## src/rtl/bus_arb_pkg.sv

```systemverilog
// bus_arb_pkg: shared FSM encoding and default parameters for the bus arbiter
package bus_arb_pkg;

    typedef enum logic [1:0] {IDLE, GRANT, OWN, TURN} state_t;

    localparam int N_REQ_DEF    = 4;
    localparam int MAX_HOLD_DEF = 15;
    localparam int ID_W         = 3;

endpackage

```

## src/rtl/bus_arbiter_rr_picker.sv

```systemverilog
// rr_picker: combinational round-robin select of the first set req bit at or after ptr
module rr_picker
    import bus_arb_pkg::*;
#(
    parameter int N_REQ = N_REQ_DEF
) (
    input  logic [N_REQ-1:0] req,
    input  logic [ID_W-1:0]  ptr,
    output logic             any,
    output logic [ID_W-1:0]  win
);

    logic [ID_W:0]    idx;
    logic [N_REQ-1:0] rot;

    always_comb begin
        any = 1'b0;
        win = '0;
        idx = '0;
        rot = '0;
        for (int i = 0; i < N_REQ; i++) begin
            idx = {1'b0, ptr} + (ID_W+1)'(i);
            idx = (idx >= (ID_W+1)'(N_REQ)) ? idx - (ID_W+1)'(N_REQ) : idx;
            rot = req >> idx;
            if (!any && rot[0]) begin
                any = 1'b1;
                win = idx[ID_W-1:0];
            end
        end
    end

endmodule

```

## src/rtl/bus_arbiter.sv

```systemverilog
// bus_arbiter: round-robin bus arbiter with setup/turnaround cycles and hold timeout
module bus_arbiter
    import bus_arb_pkg::*;
#(
    parameter int N_REQ    = N_REQ_DEF,
    parameter int MAX_HOLD = MAX_HOLD_DEF
) (
    input  logic             clk,
    input  logic             rst_n,
    input  logic [N_REQ-1:0] req,
    input  logic [N_REQ-1:0] done,
    output logic [N_REQ-1:0] gnt,
    output logic [N_REQ-1:0] oe,
    output logic [2:0]       gnt_id,
    output logic             busy,
    output logic             timeout_err
);

    localparam logic [N_REQ-1:0] ONE  = {{(N_REQ-1){1'b0}}, 1'b1};
    localparam logic [ID_W-1:0]  LAST = ID_W'(N_REQ-1);

    state_t          state;
    logic [ID_W-1:0] rr_ptr;
    logic [ID_W-1:0] win;
    logic [ID_W-1:0] nxt_ptr;
    logic [7:0]      hold;
    logic            any;
    logic            own_done;
    logic            own_req;
    logic            at_max;

    rr_picker #(.N_REQ(N_REQ)) u_pick (
        .req (req),
        .ptr (rr_ptr),
        .any (any),
        .win (win)
    );

    // gnt is one-hot at the owner in OWN, so masking with it selects the owner's bits
    assign own_done = |(done & gnt);
    assign own_req  = |(req & gnt);
    assign at_max   = hold == 8'(MAX_HOLD);
    assign nxt_ptr  = (win == LAST) ? '0 : win + 1'b1;

    always_ff @(posedge clk) begin
        if (!rst_n) begin
            state       <= IDLE;
            rr_ptr      <= '0;
            hold        <= '0;
            gnt         <= '0;
            oe          <= '0;
            gnt_id      <= '0;
            busy        <= 1'b0;
            timeout_err <= 1'b0;
        end else begin
            timeout_err <= 1'b0;
            case (state)
                IDLE, TURN: begin
                    hold <= '0;
                    oe   <= '0;
                    if (any) begin
                        state  <= GRANT;
                        rr_ptr <= nxt_ptr;
                        gnt    <= ONE << win;
                        gnt_id <= win;
                        busy   <= 1'b1;
                    end else begin
                        state  <= IDLE;
                        gnt    <= '0;
                        gnt_id <= '0;
                        busy   <= 1'b0;
                    end
                end
                GRANT: begin
                    state <= OWN;
                    oe    <= gnt;
                    hold  <= 8'd1;
                end
                OWN: begin
                    if (own_done || !own_req || at_max) begin
                        state       <= TURN;
                        gnt         <= '0;
                        oe          <= '0;
                        gnt_id      <= '0;
                        timeout_err <= at_max && !own_done && own_req;
                    end else begin
                        hold <= hold + 8'd1;
                    end
                end
                default: state <= IDLE;
            endcase
        end
    end

endmodule

```

## config.mk

```make
export PLATFORM = sky130hd
export DESIGN_NAME = bus_arbiter
export DESIGN_NICKNAME = d
export VERILOG_FILES = /design/src/rtl/bus_arb_pkg.sv /design/src/rtl/bus_arbiter_rr_picker.sv /design/src/rtl/bus_arbiter.sv
export SDC_FILE = /design/constraint.sdc
export NUM_CORES = 1
export LEC_CHECK = 0
export CAP_MARGIN = 20
export CORE_MARGIN = 3
export CORE_UTILIZATION = 32
export CTS_BUF_LIST = sky130_fd_sc_hd__clkbuf_2
export CTS_CLUSTER_DIAMETER = 200
export CTS_CLUSTER_SIZE = 20
export DETAILED_ROUTE_END_ITERATION = 16
export PLACE_DENSITY_LB_ADDON = 0.25
export SLEW_MARGIN = 20
export SYNTH_ARGS = -nofsm -noshare
export SYNTH_HDL_FRONTEND = slang
export SYNTH_SLANG_ARGS = --single-unit
```

## constraint.sdc

```tcl
create_clock -name clk -period 3.33 [get_ports clk]
set_input_delay 0.4995 -clock clk [delete_from_list [all_inputs] [get_ports clk]]
set_output_delay 0.4995 -clock clk [all_outputs]
set_load 0.005 [all_outputs]
```

==> results of run 1 <==
==> routing by layer <==
layer	routed length, um	up-vias
li1	-	724
met1	1770	668
met2	1700	24
met3	109	4
met4	37	0
met5	0	-
==> Yosys cell counts (2+ instances only) <==
library cell and number:
or4_1 3, mux2_2 2, o32ai_1 3, and3_2 2, o21ai_0 10, mux2i_1 6
nor2_1 11, nand4_1 2, o22ai_1 2, nor2b_1 2, a21oi_1 19, nand2_1 23
nand3_1 8, or3_1 3, a22oi_1 4, nand2b_1 4, clkbuf_1 5, a31oi_1 2
inv_1 11, a22o_1 2, dfxtp_1 26, o31ai_1 3, ha_1 8
==> worst max path at each step <==
stage | to | slack (ns) | cells past startpoint
2_1_floorplan | rr_ptr[1]$_SDFFE_PN0P_ | 0.59 | 12
3_3_place_gp | rr_ptr[1]$_SDFFE_PN0P_ | 0.37 | 8
3_5_place_dp | rr_ptr[1]$_SDFFE_PN0P_ | 0.32 | 8
4_1_cts | rr_ptr[1]$_SDFFE_PN0P_ | 0.33 | 9
5_1_grt | rr_ptr[1]$_SDFFE_PN0P_ | 0.14 | 9
6_report | rr_ptr[1]$_SDFFE_PN0P_ | 0.32 | 9
==> through the flow <==
stage               total power [mW]  util (%)  setup WS, ns
global route                    1.49      40.4         0.139
global placement                1.26      39.9         0.370
finish                          1.36      40.4         0.324
detailed placement              1.26      39.9         0.319
CTS                             1.38      40.4         0.331
floorplan                       1.02         -         0.592
==> cell families (layout without fill, tap and decap cells) <==
family	after synthesis	after routing	synth area share [%]
compound gates	60	60	26.8
buf+inv	19	39	5.48
fa+ha+maj	8	8	6.55
flops	26	26	34.0
mux	9	9	6.87
simple gates	63	63	20.2
==> state kept, by name, indices dropped and copies added (netlist names) <==
name	flops
busy	1
hold	8
gnt_id	3
rr_ptr	3
oe	4
state	2
timeout_err	1
gnt	4
==> where the power goes <==
group | internal [mW] | switching (mW) | total (mW)
Combinational | 0.356 | 0.457 | 0.813
Sequential | 0.373 | 0.0605 | 0.433
Clock | 0.0261 | 0.0899 | 0.116
==> worst max-delay path: cells and delay by family, from the launching register on <==
| family | cells | cell delay (ns) |
|---|---|---|
| flops | 1 | 0.58 |
| mux | 2 | 0.51 |
| simple gates | 1 | 0.05 |
| compound gates | 2 | 0.76 |
| fa+ha+maj | 2 | 0.78 |
| buf+inv | 2 | 0.25 |
==> area by class of cell <==
cell class                      count  area, sq um
Clock buffer                        3         15.0
Fill cell                         444         2670
Inverter                           11         41.3
Sequential cell                    26          520
Clock inverter                      1         3.75
Tap cell                           52         65.1
Timing Repair Buffer               24          235
Multi-Input combinational cell    140          925
==> impl_metrics.env, run 1 <==
export IMPL_ys_types=47
export IMPL_via_per_inst=5.53
export IMPL_grt_pass1_wl_mm=6.20
export IMPL_ys_seq_elements=26
export IMPL_globalplace_congestion=0.843
export IMPL_cts_max_path_buffers=2
export IMPL_synth_largest_area_cell="dfxtp_1"
export IMPL_crit_start="rr_ptr[1]$_SDFFE_PN0P_"
export IMPL_grt_util_met2_pct=22.1
export IMPL_hold_buffers=0
export IMPL_path_clk_slew_ns=0.23
export IMPL_core_area_sq_um=4470
export IMPL_peakVddDrop_v=0.000371
export IMPL_placementRows=24
export IMPL_grt_pass1_vias=1365
export IMPL_clk_latency_ns=0.34
export IMPL_power_per_cell_area_nw_per_um2=754
export IMPL_tightest_slew_ns=0.942
export IMPL_period_share_pct=90.3
export IMPL_worstPathArrival_ns=3.26
export IMPL_outcome="completed"
export IMPL_setup_viol=0
export IMPL_slowest_stage="dfxtp_1"
export IMPL_synth_nets=203
export IMPL_ys_warn_count=0
export IMPL_slew_viol_final=0
export IMPL_holdPathStages=2
export IMPL_busiest_layer="met2"
export IMPL_timing_setup_tns_ns=0
export IMPL_cts_buffers=3
export IMPL_detail_route_wirelength_mm=3.62
export IMPL_post_route_cell_area_sq_um=1810
export IMPL_rsz0062_at_grt="false"
export IMPL_hold_viol=0
export IMPL_leakage_nw=0.644
export IMPL_grt_max_degree=15
export IMPL_netlist_area_sq_um=1530
export IMPL_r2r_start="rr_ptr[1]$_SDFFE_PN0P_"
export IMPL_clock_root_buffer="clkbuf_2"
export IMPL_cts_resized=0
export IMPL_avgSynthCellArea_sq_um=8.26
export IMPL_holdWs_ns=0.449
export IMPL_drc=0
export IMPL_crit_type="flop to flop"
export IMPL_synth_edff_count=0
export IMPL_slew_headroom_pct=36.9
export IMPL_cts_sinks=26
export IMPL_crit_path_max_incr_delay_ns=0.58
export IMPL_grt_total_usage_pct=14.0
export IMPL_fin_nets=224
export IMPL_yosys_most_used_dff="dfxtp_1"
export IMPL_post_cts_setup_buffers=0
export IMPL_antenna_found_initial=0
export IMPL_layout_drive_gt1_share_pct=6.83
export IMPL_clock_fmax_mhz=333
export IMPL_yosysSeqAreaShare_pct=34.0
export IMPL_min_delay_start="gnt_id[2]$_SDFFE_PN0P_"
export IMPL_synthArstFlopShare_pct=0
export IMPL_cap_violations=0
export IMPL_hold_path_class="flop to flop"
export IMPL_crit_chain="inv_1 -> ha_1 -> mux2_2 -> a221o_1 -> o221ai_1 -> inv_1 -> ha_1 -> mux2i_1 -> nor2_1"
export IMPL_worst_setup_path_end_kind="flop"
export IMPL_cts_tree="yes"
export IMPL_crit_path_max_fanout=10
export IMPL_clock_skew_ns=0.00229
export IMPL_fp_dieW_um=75.1
export IMPL_hold_end="gnt_id[2]$_SDFFE_PN0P_"
export IMPL_r2r_end="rr_ptr[1]$_SDFFE_PN0P_"
export IMPL_dp_hpwl_mm=2.62
export IMPL_grt_overflow=0
export IMPL_mostFrequentLayoutCell="dfxtp_1"
export IMPL_dieArea_sq_um=5640
export IMPL_drtAntennaViolNets=0
export IMPL_dr_pass1_iters=4
export IMPL_syn2layout_area_growth_pct=18.1
export IMPL_vias=1420
export IMPL_drt_iter0_markers=36
export IMPL_synth_top_area_share_pct=34.0
export IMPL_port_buffers=22
export IMPL_gr_usage_met3_pct=3.60
export IMPL_start_kind="flop"
export IMPL_rrSetupSlack_ns=0.32
export IMPL_pin_count=23
export IMPL_reg2reg_depth=9
export IMPL_place_area_sq_um=1790
export IMPL_ys_top_cells_by_area="dfxtp_1, ha_1, a21oi_1"
export IMPL_num_antenna_cells=0
export IMPL_dp_cells=253
export IMPL_layout_common_cells="dfxtp_1, nand2_1, clkdlybuf4s50_1"
export IMPL_routedWlPerCell_um=14.1
export IMPL_htreeDepth=1
export IMPL_fin_crit_ns=3.01
export IMPL_start_util_pct=34.2
export IMPL_die_h_um=75.1
export IMPL_cp_required_ns=3.58
export IMPL_grtUsageMet1_pct=19.2
export IMPL_syn_inst=185
export IMPL_fin_cells=257
Power figures use the tool's default switching activity.
==> run 2, diff against run 1 <==
--- a/config.mk
+++ b/config.mk
@@ -8,7 +8,6 @@
 export CAP_MARGIN = 20
 export CORE_MARGIN = 3
 export CORE_UTILIZATION = 32
-export CTS_BUF_LIST = sky130_fd_sc_hd__clkbuf_2
 export CTS_CLUSTER_DIAMETER = 200
 export CTS_CLUSTER_SIZE = 20
 export DETAILED_ROUTE_END_ITERATION = 16
==> impl_metrics.env, run 2 (synthesis gave the netlist of run 1 again) <==
export IMPL_outcome="completed"
export IMPL_hold_path_class="flop to flop"
export IMPL_clk_latency_ns=0.27
export IMPL_syn2layout_area_growth_pct=20.5
export IMPL_routedWlPerCell_um=14.0
export IMPL_crit_path_max_incr_delay_ns=0.53
export IMPL_cts_buffers=3
export IMPL_fp_dieW_um=75.1
export IMPL_antenna_found_initial=0
export IMPL_crit_chain="inv_1 -> ha_1 -> mux2_2 -> a221o_1 -> o221ai_1 -> inv_1 -> ha_1 -> mux2i_1 -> nor2_1"
export IMPL_drc=0
export IMPL_post_route_cell_area_sq_um=1840
export IMPL_clock_fmax_mhz=334
export IMPL_layout_drive_gt1_share_pct=7.32
export IMPL_preCtsSetupSlack_ns=0.319
export IMPL_vias=1423
export IMPL_grt_max_degree=15
export IMPL_port_buffers=22
export IMPL_hold_viol=0
export IMPL_grtUsageMet1_pct=19.1
export IMPL_tightest_slew_ns=0.913
export IMPL_busiest_layer="met2"
export IMPL_min_delay_start="gnt_id[2]$_SDFFE_PN0P_"
export IMPL_holdPathStages=2
export IMPL_crit_path_max_fanout=10
export IMPL_cp_required_ns=3.48
export IMPL_drtAntennaViolNets=0
export IMPL_dp_hpwl_mm=2.62
export IMPL_worstPathArrival_ns=3.14
export IMPL_cts_sinks=26
export IMPL_grt_total_usage_pct=13.9
export IMPL_place_area_sq_um=1790
export IMPL_power_per_cell_area_nw_per_um2=785
export IMPL_dieArea_sq_um=5640
export IMPL_mostFrequentLayoutCell="dfxtp_1"
export IMPL_placementRows=24
export IMPL_leakage_nw=0.659
export IMPL_path_clk_slew_ns=0.09
export IMPL_cts_tree="yes"
export IMPL_cts_resized=0
export IMPL_post_cts_setup_buffers=0
export IMPL_grt_pass1_wl_mm=6.19
export IMPL_detail_route_wirelength_mm=3.59
export IMPL_rsz0062_at_grt="false"
export IMPL_r2r_end="rr_ptr[1]$_SDFFE_PN0P_"
export IMPL_globalplace_congestion=0.843
export IMPL_largest_register_ffs=8
export IMPL_core_area_sq_um=4470
export IMPL_gr_usage_met3_pct=3.20
export IMPL_die_h_um=75.1
export IMPL_reg2reg_depth=9
export IMPL_setup_viol=0
export IMPL_num_antenna_cells=0
export IMPL_slew_headroom_pct=38.8
export IMPL_start_util_pct=34.2
export IMPL_hold_end="gnt_id[2]$_SDFFE_PN0P_"
export IMPL_crit_type="flop to flop"
export IMPL_grt_overflow=0
export IMPL_grt_util_met2_pct=22.1
export IMPL_pin_count=23
export IMPL_grt_pass1_vias=1358
export IMPL_cap_violations=0
export IMPL_hold_buffers=0
export IMPL_drt_iter0_markers=54
export IMPL_start_kind="flop"
export IMPL_clock_root_buffer="clkbuf_8"
export IMPL_cts_max_path_buffers=2
export IMPL_layout_common_cells="dfxtp_1, nand2_1, clkdlybuf4s50_1"
export IMPL_reg_top3="hold (8), gnt (4), oe (4)"
export IMPL_worst_setup_path_end_kind="flop"
export IMPL_slowest_stage="dfxtp_1"
export IMPL_peakVddDrop_v=0.000380
export IMPL_slew_viol_final=0
export IMPL_fin_ws_ns=0.340
export IMPL_r2r_start="rr_ptr[1]$_SDFFE_PN0P_"
export IMPL_htreeDepth=1
export IMPL_dr_pass1_iters=4
export IMPL_finalPower_mw=1.45
export IMPL_via_per_inst=5.54
export IMPL_period_share_pct=89.8
export IMPL_fin_crit_ns=2.99
export IMPL_rrSetupSlack_ns=0.34
export IMPL_timing_setup_tns_ns=0
export IMPL_clock_skew_ns=0.00215
export IMPL_largest_register="hold"
export IMPL_fin_nets=224
## run 2: cell types whose count changed in the layout (fill, tap and decap cells not counted)
cell      before  now
clkinv_1       1    0
clkbuf_8       0    4
clkbuf_2       3    0
## run 2: worst max path at each step
stage | from | to | slack [ns] | depth (start not counted)
after detailed placement | req[0] | rr_ptr[1]$_SDFFE_PN0P_ | 0.32 | 8
after global routing | rr_ptr[1]$_SDFFE_PN0P_ | rr_ptr[1]$_SDFFE_PN0P_ | 0.15 | 9
final | rr_ptr[1]$_SDFFE_PN0P_ | rr_ptr[1]$_SDFFE_PN0P_ | 0.34 | 9
after global placement | req[0] | rr_ptr[1]$_SDFFE_PN0P_ | 0.37 | 8
after floorplan | rr_ptr[0]$_SDFFE_PN0P_ | rr_ptr[1]$_SDFFE_PN0P_ | 0.59 | 12
after CTS | rr_ptr[1]$_SDFFE_PN0P_ | rr_ptr[1]$_SDFFE_PN0P_ | 0.34 | 9
## run 2: routing by layer
layer	wire length (um)	up-vias
li1	-	721
met1	1740	679
met3	106	4
met2	1710	19
met4	34	0
met5	0	-
## run 2: final cells by class
cell class / count / area (sq um)
fillers: 438 / 2630
multi-input cells: 140 / 925
flip-flops and latches: 26 / 520
repair buffers: 24 / 235
well taps: 52 / 65.1
clock buffers: 4 / 55.1
inverters: 11 / 41.3
## run 2: per-stage QoR
step / util, % / hold slack (ns) / instances
4_1_cts: 41.2 / 0.440 / 257
6_report: 41.2 / 0.436 / 257
5_1_grt: 41.2 / 0.462 / 257
2_1_floorplan: - / 0.426 / 185
3_5_place_dp: 39.9 / 0.424 / 253
3_3_place_gp: 39.9 / 0.423 / 253
## run 2: where the power goes
group / switching, mW / leakage, nW / internal, mW / total, mW
logic: 0.457 / 0.419 / 0.356 / 0.813
registers: 0.0599 / 0.211 / 0.373 / 0.433
clock network: 0.0953 / 0.0288 / 0.106 / 0.201
total: 0.612 / 0.659 / 0.834 / 1.45
## run 2: worst max-delay path: cells and delay by family, from the launching register on
family / cells / cell delay, ns
AO/OA/AOI/OAI: 2 / 0.75
adder cells (fa/ha/maj): 2 / 0.78
buffers and inverters: 2 / 0.25
flip-flops: 1 / 0.53
multiplexers: 2 / 0.51
AND/OR/NAND/NOR: 1 / 0.05
==> run 3, diff against run 2 <==
--- a/config.mk
+++ b/config.mk
@@ -6,7 +6,7 @@
 export NUM_CORES = 1
 export LEC_CHECK = 0
 export CAP_MARGIN = 20
-export CORE_MARGIN = 3
+export CORE_MARGIN = 10
 export CORE_UTILIZATION = 32
 export CTS_CLUSTER_DIAMETER = 200
 export CTS_CLUSTER_SIZE = 20
==> impl_metrics.env, run 3 (synthesis gave the netlist of run 1 again) <==
export IMPL_worstPathArrival_ns=2.95
export IMPL_cts_max_path_buffers=2
export IMPL_worst_setup_path_end_kind="flop"
export IMPL_largest_register_ffs=8
export IMPL_slew_viol_final=0
export IMPL_comb_power_share_pct=54.9
export IMPL_clock_root_buffer="clkbuf_8"
export IMPL_clk_latency_ns=0.27
export IMPL_cts_buffers=3
export IMPL_reg_top3="hold (8), gnt (4), oe (4)"
export IMPL_antenna_found_initial=0
export IMPL_drc=0
export IMPL_power_net_switching_mw=0.629
export IMPL_start_util_pct=32.6
export IMPL_dp_hpwl_mm=2.89
export IMPL_setup_viol=0
export IMPL_syn2layout_area_growth_pct=22.2
export IMPL_vias=1410
export IMPL_outcome="completed"
export IMPL_pin_count=23
export IMPL_mostFrequentLayoutCell="dfxtp_1"
export IMPL_cts_resized=0
export IMPL_hold_end="gnt_id[2]$_SDFFE_PN0P_"
export IMPL_clock_skew_ns=0.00673
export IMPL_grt_pass1_wl_mm=6.51
export IMPL_tightest_slew_ns=0.899
export IMPL_switching_share_pct=41.2
export IMPL_fillCellCount=476
export IMPL_min_delay_start="gnt_id[2]$_SDFFE_PN0P_"
export IMPL_pwr_share_seq_pct=28.0
export IMPL_grt_total_usage_pct=10.3
export IMPL_cp_required_ns=3.49
export IMPL_dr_pass1_iters=4
export IMPL_rsz0062_at_grt="false"
export IMPL_intPower_mw=0.898
export IMPL_largest_register="hold"
export IMPL_port_buffers=22
export IMPL_path_clk_slew_ns=0.09
export IMPL_period_share_pct=83.8
export IMPL_drtAntennaViolNets=0
export IMPL_peakVddDrop_v=0.000326
export IMPL_clock_fmax_mhz=358
export IMPL_leakage_nw=0.671
export IMPL_routedWlPerCell_um=15.1
export IMPL_crit_path_max_fanout=8
export IMPL_die_h_um=89.1
export IMPL_grt_max_degree=16
export IMPL_grt_pass1_vias=1321
export IMPL_num_antenna_cells=0
export IMPL_holdPathStages=2
export IMPL_fp_dieW_um=89.1
export IMPL_slew_headroom_pct=39.8
export IMPL_power_share_clock_pct=17.0
export IMPL_fin_crit_ns=2.79
export IMPL_post_cts_setup_buffers=0
export IMPL_fin_nets=225
export IMPL_r2r_start="rr_ptr[0]$_SDFFE_PN0P_"
export IMPL_globalplace_congestion=0.852
export IMPL_post_route_cell_area_sq_um=1870
export IMPL_detail_route_wirelength_mm=3.92
export IMPL_dp_cells=256
export IMPL_rrSetupSlack_ns=0.54
export IMPL_power_per_cell_area_nw_per_um2=817
export IMPL_layout_drive_gt1_share_pct=7.77
export IMPL_htreeDepth=1
export IMPL_start_kind="flop"
export IMPL_drt_iter0_markers=103
export IMPL_placementRows=25
export IMPL_hold_path_class="flop to flop"
export IMPL_r2r_end="rr_ptr[1]$_SDFFE_PN0P_"
export IMPL_cts_sinks=26
export IMPL_core_area_sq_um=4690
export IMPL_cts_tree="yes"
export IMPL_cap_violations=0
export IMPL_crit_type="flop to flop"
export IMPL_fin_cells=260
export IMPL_layout_common_cells="dfxtp_1, nand2_1, clkdlybuf4s50_1"
export IMPL_grt_overflow=0
export IMPL_dieArea_sq_um=7940
export IMPL_reg2reg_depth=10
export IMPL_hold_viol=0
export IMPL_timing_setup_tns_ns=0
export IMPL_hold_buffers=0
export IMPL_place_area_sq_um=1800
export IMPL_via_per_inst=5.42
-- run 3: cell count changes in the layout (fill, tap and decap cells not counted), sizes merged --
cell,change
clkbuf,-1
bufinv,+1
buf,+1
-- run 3: metrics by stage --
step           total power [mW]  hold slack (ns)  setup WS, ns  util, %
2_1_floorplan              1.02            0.426         0.592        -
3_3_place_gp               1.28            0.425         0.404     38.3
3_5_place_dp               1.27            0.422         0.356     38.3
4_1_cts                    1.54            0.443         0.564     39.8
5_1_grt                    1.65            0.478         0.301     39.8
6_report                   1.53            0.438         0.539     39.8
-- run 3: final cells by class --
class / count / area [sq um] / share of cell area [%]
multi-input cells: 140 / 925 / 49.5
flip-flops and latches: 26 / 520 / 27.9
repair buffers: 25 / 243 / 13.0
well taps: 54 / 67.6 / 3.62
clock buffers: 3 / 41.3 / 2.21
inverters: 11 / 41.3 / 2.21
clock inverters: 1 / 30.0 / 1.61
-- run 3: critical path: stages, from the launching register on --
cell      delay [ns]
dfxtp_1         0.35
inv_1           0.10
ha_1            0.50
mux2i_1         0.18
o32ai_1         0.63
a211o_1         0.18
o221ai_1        0.19
inv_1           0.13
ha_1            0.23
mux2i_1         0.13
nor2_1          0.05
-- run 3: worst max path at each step --
stage / start / endpoint / slack (ns) / cells after the start
floorplan: rr_ptr[0]$_SDFFE_PN0P_ / rr_ptr[1]$_SDFFE_PN0P_ / 0.59 / 12
global placement: req[0] / rr_ptr[1]$_SDFFE_PN0P_ / 0.40 / 8
detailed placement: req[0] / rr_ptr[1]$_SDFFE_PN0P_ / 0.36 / 8
CTS: rr_ptr[0]$_SDFFE_PN0P_ / rr_ptr[1]$_SDFFE_PN0P_ / 0.56 / 10
global route: rr_ptr[0]$_SDFFE_PN0P_ / rr_ptr[1]$_SDFFE_PN0P_ / 0.30 / 10
finish: rr_ptr[0]$_SDFFE_PN0P_ / rr_ptr[1]$_SDFFE_PN0P_ / 0.54 / 10
-- run 3: power by group through the flow --
stage | clock network [mW] | logic [mW] | registers [mW]
after floorplan | 0 | 0.596 | 0.423
after global placement | 0 | 0.842 | 0.436
after detailed placement | 0 | 0.834 | 0.437
after CTS | 0.268 | 0.838 | 0.429
after global routing | 0.283 | 0.929 | 0.436
final | 0.260 | 0.839 | 0.428
-- run 3: routing by layer --
layer	vias up	routed length [um]	GRT usage, %
li1	723	-	-
met1	666	1910	14.0
met2	21	1860	15.8
met3	0	146	2.83
met4	0	0	1.73
met5	-	0	0
